**src/rtl/pixel_scan_generator_if.sv**
```systemverilog
`default_nettype none
// +----------------------------------------------------------------------+
// | Module   : pixel_scan_generator_if                                   |
// | Brief    : Control and coordinate bundle of the pixel scan generator |
// | Revision : 1.0                                                       |
// +----------------------------------------------------------------------+
interface pixel_scan_generator_if;
    logic        start;
    logic        hold;
    logic        credit_return;
    logic [31:0] screen_x;
    logic [31:0] screen_y;
    logic        coords_valid;
    logic        sof;
    logic        eol;
    logic        busy;
    logic        frame_done;
    logic [15:0] frame_count;
    logic        credit_err;

    modport master (
        input  start, hold, credit_return,
        output screen_x, screen_y, coords_valid, sof, eol,
               busy, frame_done, frame_count, credit_err
    );

    modport slave (
        output start, hold, credit_return,
        input  screen_x, screen_y, coords_valid, sof, eol,
               busy, frame_done, frame_count, credit_err
    );
endinterface
`default_nettype wire

```
**src/rtl/pixel_scan_generator.sv**
```systemverilog
`default_nettype none
// +----------------------------------------------------------------------+
// | Module   : pixel_scan_generator                                      |
// | Brief    : Credit-limited raster scan source with frame sequencing   |
// | Revision : 1.0                                                       |
// +----------------------------------------------------------------------+
`ifndef SCREEN_WIDTH
`define SCREEN_WIDTH 640
`endif
`ifndef SCREEN_HEIGHT
`define SCREEN_HEIGHT 480
`endif

module pixel_scan_generator #(
    parameter int SCREEN_WIDTH  = `SCREEN_WIDTH,
    parameter int SCREEN_HEIGHT = `SCREEN_HEIGHT,
    parameter int MAX_IN_FLIGHT = 16
) (
    input  logic                          clk,
    input  logic                          rst,
    pixel_scan_generator_if.master        bus
);
    localparam int XW = $clog2(SCREEN_WIDTH);
    localparam int YW = $clog2(SCREEN_HEIGHT);
    localparam int CW = $clog2(MAX_IN_FLIGHT + 1);

    localparam logic [XW-1:0] X_LAST     = XW'(SCREEN_WIDTH - 1);
    localparam logic [YW-1:0] Y_LAST     = YW'(SCREEN_HEIGHT - 1);
    localparam logic [CW-1:0] CREDIT_MAX = CW'(MAX_IN_FLIGHT);

    localparam logic [1:0] IDLE  = 2'd0;
    localparam logic [1:0] SCAN  = 2'd1;
    localparam logic [1:0] DRAIN = 2'd2;

    logic [1:0]    state;
    logic [XW-1:0] x;
    logic [YW-1:0] y;
    logic [CW-1:0] credits;

    logic issue;
    logic at_max;
    logic ret_ok;
    logic last_px;

    assign issue   = (state == SCAN) && !bus.hold && (credits != '0);
    assign at_max  = (credits == CREDIT_MAX);
    // A return that coincides with an issue is always absorbed, even at MAX.
    assign ret_ok  = bus.credit_return && (!at_max || issue);
    assign last_px = (x == X_LAST) && (y == Y_LAST);

    always_ff @(posedge clk) begin
        if (!rst) begin
            state            <= IDLE;
            x                <= '0;
            y                <= '0;
            credits          <= CREDIT_MAX;
            bus.screen_x     <= '0;
            bus.screen_y     <= '0;
            bus.coords_valid <= 1'b0;
            bus.sof          <= 1'b0;
            bus.eol          <= 1'b0;
            bus.busy         <= 1'b0;
            bus.frame_done   <= 1'b0;
            bus.frame_count  <= '0;
            bus.credit_err   <= 1'b0;
        end else begin
            bus.coords_valid <= issue;
            bus.sof          <= issue && (x == '0) && (y == '0);
            bus.eol          <= issue && (x == X_LAST);
            bus.frame_done   <= 1'b0;

            if (issue) begin
                bus.screen_x <= 32'(x);
                bus.screen_y <= 32'(y);
            end

            if (issue && !ret_ok) begin
                credits <= credits - CW'(1);
            end else if (!issue && ret_ok) begin
                credits <= credits + CW'(1);
            end

            if (bus.credit_return && !ret_ok) begin
                bus.credit_err <= 1'b1;
            end

            case (state)
                IDLE: begin
                    if (bus.start) begin
                        state    <= SCAN;
                        bus.busy <= 1'b1;
                        x        <= '0;
                        y        <= '0;
                    end
                end
                SCAN: begin
                    if (issue) begin
                        if (last_px) begin
                            state <= DRAIN;
                            x     <= '0;
                            y     <= '0;
                        end else if (x == X_LAST) begin
                            x <= '0;
                            y <= y + YW'(1);
                        end else begin
                            x <= x + XW'(1);
                        end
                    end
                end
                DRAIN: begin
                    if (at_max) begin
                        state           <= IDLE;
                        bus.busy        <= 1'b0;
                        bus.frame_done  <= 1'b1;
                        bus.frame_count <= bus.frame_count + 16'd1;
                    end
                end
                default: begin
                    state    <= IDLE;
                    bus.busy <= 1'b0;
                end
            endcase
        end
    end
endmodule
`default_nettype wire

```
**src/flat_wrapper.sv**
```systemverilog
// flat-port wrapper written by rule: the top's interface ports become plain ports
module pixel_scan_generator_flat 
#(
    parameter int SCREEN_WIDTH  = `SCREEN_WIDTH,
    parameter int SCREEN_HEIGHT = `SCREEN_HEIGHT,
    parameter int MAX_IN_FLIGHT = 16
)
  (clk, rst, bus_start, bus_hold, bus_credit_return, bus_screen_x, bus_screen_y, bus_coords_valid, bus_sof, bus_eol, bus_busy, bus_frame_done, bus_frame_count, bus_credit_err);
  pixel_scan_generator_if bus_i ();
  input  logic clk;
  input  logic rst;
  input wire logic [$bits(bus_i.start)-1:0] bus_start;
  input wire logic [$bits(bus_i.hold)-1:0] bus_hold;
  input wire logic [$bits(bus_i.credit_return)-1:0] bus_credit_return;
  output wire logic [$bits(bus_i.screen_x)-1:0] bus_screen_x;
  output wire logic [$bits(bus_i.screen_y)-1:0] bus_screen_y;
  output wire logic [$bits(bus_i.coords_valid)-1:0] bus_coords_valid;
  output wire logic [$bits(bus_i.sof)-1:0] bus_sof;
  output wire logic [$bits(bus_i.eol)-1:0] bus_eol;
  output wire logic [$bits(bus_i.busy)-1:0] bus_busy;
  output wire logic [$bits(bus_i.frame_done)-1:0] bus_frame_done;
  output wire logic [$bits(bus_i.frame_count)-1:0] bus_frame_count;
  output wire logic [$bits(bus_i.credit_err)-1:0] bus_credit_err;
  assign bus_i.start = bus_start;
  assign bus_i.hold = bus_hold;
  assign bus_i.credit_return = bus_credit_return;
  assign bus_screen_x = bus_i.screen_x;
  assign bus_screen_y = bus_i.screen_y;
  assign bus_coords_valid = bus_i.coords_valid;
  assign bus_sof = bus_i.sof;
  assign bus_eol = bus_i.eol;
  assign bus_busy = bus_i.busy;
  assign bus_frame_done = bus_i.frame_done;
  assign bus_frame_count = bus_i.frame_count;
  assign bus_credit_err = bus_i.credit_err;
  pixel_scan_generator #(.SCREEN_WIDTH(SCREEN_WIDTH), .SCREEN_HEIGHT(SCREEN_HEIGHT), .MAX_IN_FLIGHT(MAX_IN_FLIGHT)) u_core (.clk(clk), .rst(rst), .bus(bus_i));
endmodule
```
**config.mk**
```make
export PLATFORM = sky130hd
export DESIGN_NAME = pixel_scan_generator_flat
export DESIGN_NICKNAME = d
export VERILOG_FILES = /design/src/rtl/pixel_scan_generator_if.sv /design/src/rtl/pixel_scan_generator.sv /design/src/flat_wrapper.sv
export SDC_FILE = /design/constraint.sdc
export NUM_CORES = 1
export LEC_CHECK = 0
export ABC_AREA = 1
export CAP_MARGIN = 20
export CORE_MARGIN = 5
export CORE_UTILIZATION = 30
export DETAILED_ROUTE_END_ITERATION = 16
export HOLD_SLACK_MARGIN = 0.1
export PLACE_DENSITY = 0.52
export SLEW_MARGIN = 10
export SYNTH_ARGS = -nofsm -noshare
export SYNTH_HDL_FRONTEND = slang
export SYNTH_SLANG_ARGS = --single-unit
export TNS_END_PERCENT = 50
```
**constraint.sdc**
```tcl
create_clock -name clk -period 5.1 [get_ports clk]
set_input_delay 0.51 -clock clk [delete_from_list [all_inputs] [get_ports clk]]
set_output_delay 0.51 -clock clk [all_outputs]
set_load 0.1 [all_outputs]
```
==> flow_summary.json <==
{
  "max_stage_delay_ns": 1.18,
  "status": "completed",
  "die_y_um": 118,
  "power_density_nw_per_um2": 517,
  "grt.overflow.total": 0,
  "drt_iter0_drc": 174,
  "worstSetupStartpointType": "flop",
  "dieArea_um2": 14000,
  "yosys.area.top_type": "dfxtp_1",
  "ys_types": 40,
  "hold_viol": 0,
  "syn_area_um2": 3520,
  "grt.total_usage_pct": 11.3,
  "clk_path_buf_depth": 2,
  "post_cts_resized": 0,
  "port-buffer-count": 45,
  "crit_fanout": 7,
  "diodes": 0,
  "wl_per_cell_um": 12.1,
  "crit_family": "buffers and inverters",
  "syn_area_per_cell_um2": 7.82,
  "synthTopCellsByArea": "dfxtp_1 (38%), buf_4 (9.8%), a21oi_1 (5.7%), nand2_1 (5.7%), o21ai_0 (5.1%)",
  "numCtsBuffers": 9,
  "dp_cells": 629,
  "cts_sinks": 67,
  "vias": 2862,
  "syn2layout_area_growth_pct": 19.6,
  "drive_gt1_share_pct": 10.8,
  "seq_area_frac_synth_pct": 38.1,
  "final_cells": 645,
  "slew_headroom_pct": 34.2,
  "htreeDepth": 3,
  "antenna_found_initial": 0,
  "slew_violations": 0,
  "final_nets": 509,
  "dp_hpwl_mm": 5.75,
  "max_freq_ghz": 0.405,
  "pre_cts_slack_ns": 2.68,
  "drt-pass1-iter-count": 4,
  "layout_common_cells": "dfxtp_1 (67), nand2_1 (53), inv_1 (47), conb_1 (45), clkdlybuf4s50_1 (45)",
  "yosys_warnings": 0,
  "clock_latency_ns": 0.33,
  "vias_per_cell": 4.44,
  "cts_tree": "done",
  "placedInstanceArea_um2": 3940,
  "postRouteAntennaNets": 0,
  "critical_path_buf_inv_count": 1,
  "core_um2": 11500,
  "min_period_ns": 2.47,
  "synth_edf_count": 0,
  "cts_setup_buffers": 0,
  "grt_pass1_vias": 2724,
  "rsz0062_at_grt": "no",
  "rows": 39,
  "finalPower_mw": 2.18,
  "routed_wirelength_mm": 7.82,
  "critical_path_arrival_ns": 1.96,
  "max_cap_viol_count": 0,
  "leakage_nw": 1.70,
  "min_path_type": "reg -> reg",
  "worstSetupEndpointType": "primary output",
  "fin_area_um2": 4210,
  "die_x_um": 118,
  "synth_top_area_share_pct": 38.1,
  "synth_ff_type": "dfxtp_1",
  "cts_root_buffer": "clkbuf_16",
  "layout_commonest_cell": "dfxtp_1",
  "grt_pass1_wl_mm": 13.1,
  "ys_seq_elements": 67,
  "setup_ws_ns": 2.63,
  "grt_start_max_net_pins": 42,
  "synth_cells": 450,
  "finalClockSkew_ns": 0.00569,
  "setup_tns_ns": 0,
  "hold_buffers": 0,
  "post-route-drc-count": 0,
  "path_clk_slew_ns": 0.05,
  "finalSetupViolCount": 0,
  "ioPinCount": 91,
  "period_share_pct": 48.4,
  "path_class": "reg -> out",
  "vdd_drop_max_mv": 0.294,
  "required_ns": 4.59,
  "tightest_slew_ns": 0.984,
  "crit_slowest_cell": "clkdlybuf4s50_1",
  "gp_routability_congestion": 0.840,
  "async_flop_share_pct": 0,
  "start_util_pct": 30.7,
  "cp_cell_sequence": "clkdlybuf4s50_1"
}
## final cells by class
type	instances	area, um^2
multi-input combinational	319	1740
inverter	54	214
clock buffer	14	264
tap	143	179
clock inverter	2	10.0
sequential	67	1340
fill	1187	7260
timing repair buffer	46	458
## flip-flops by register name, indices dropped and copies added, names as in the netlist
| signal | count |
|---|---|
| u_core.bus.sof | 1 |
| u_core.state | 2 |
| u_core.bus.eol | 1 |
| u_core.credits | 5 |
| u_core.bus.coords_valid | 1 |
| u_core.y | 9 |
| u_core.bus.frame_count | 16 |
| u_core.x | 10 |
| u_core.bus.frame_done | 1 |
| u_core.bus.screen_x | 10 |
| u_core.bus.busy | 1 |
| u_core.bus.credit_err | 1 |
| u_core.bus.screen_y | 9 |
## worst reg2reg max path, cell delays in order (launching register included)
cell and delay, ns:
dfxtp_1 0.36, nor2_4 0.18, nand3_4 0.11, nand3_2 0.12, inv_1 0.08, or2_1 0.24, nand2_1 0.07, inv_1 0.04
ha_1 0.16, inv_1 0.05, nand2_1 0.09, inv_1 0.06, o21ai_0 0.08, nand2_1 0.06, nand2_1 0.05, nand2_1 0.05
nand2_1 0.04
## synthesized netlist by cell type (6+ instances only)
cell type,instances
dfxtp_1,67
nand2_1,53
inv_1,47
buf_4,46
a21oi_1,40
nor2_1,39
o21ai_0,36
nand3_1,19
nor3_1,12
nand4_1,9
ha_1,7
xor2_1,7
nand2_2,6
nor2_4,6
## cell families after synthesis
group	count (synthesis)	synth area share [%]
AO/OA/AOI/OAI	90	13.9
XOR/XNOR	9	2.24
adder cells (fa/ha/maj)	7	2.49
buffers and inverters	108	17.1
flip-flops	67	38.1
other	1	0.107
AND/OR/NAND/NOR	168	26.1
## worst paths after layout
check / cells after the start / start / slack, ns / to
setup / recovery: 1 / u_core.bus.frame_count[5]$_SDFFE_PN0P_ / 2.63 / bus_frame_count[5]
setup reg to reg: 16 / u_core.credits[1]$_SDFFE_PN0P_ / 3.15 / u_core.credits[4]$_SDFFE_PN1P_
hold / removal: 2 / u_core.bus.credit_err$_SDFFE_PN0P_ / 0.47 / u_core.bus.credit_err$_SDFFE_PN0P_
hold reg to reg: 2 / u_core.bus.credit_err$_SDFFE_PN0P_ / 0.47 / u_core.bus.credit_err$_SDFFE_PN0P_
## power by group
part	switching, mW	internal [mW]
Sequential	0.0658	0.597
Clock	0.219	0.354
Combinational	0.730	0.211
## per-stage QoR
step	util [%]	hold slack, ns
after floorplan	-	0.461
after global placement	34.3	0.467
after detailed placement	34.3	0.465
after CTS	36.7	0.479
after global routing	36.7	0.518
final	36.7	0.473
## per-layer routing
| metal | wire [um] | track usage [%] |
|---|---|---|
| met3 | 587 | 5.01 |
| met2 | 3430 | 17.8 |
| met5 | 0 | 0 |
| met1 | 3710 | 14.1 |
| met4 | 91 | 3.01 |
Note: power is estimated with default switching activity, not from simulation.
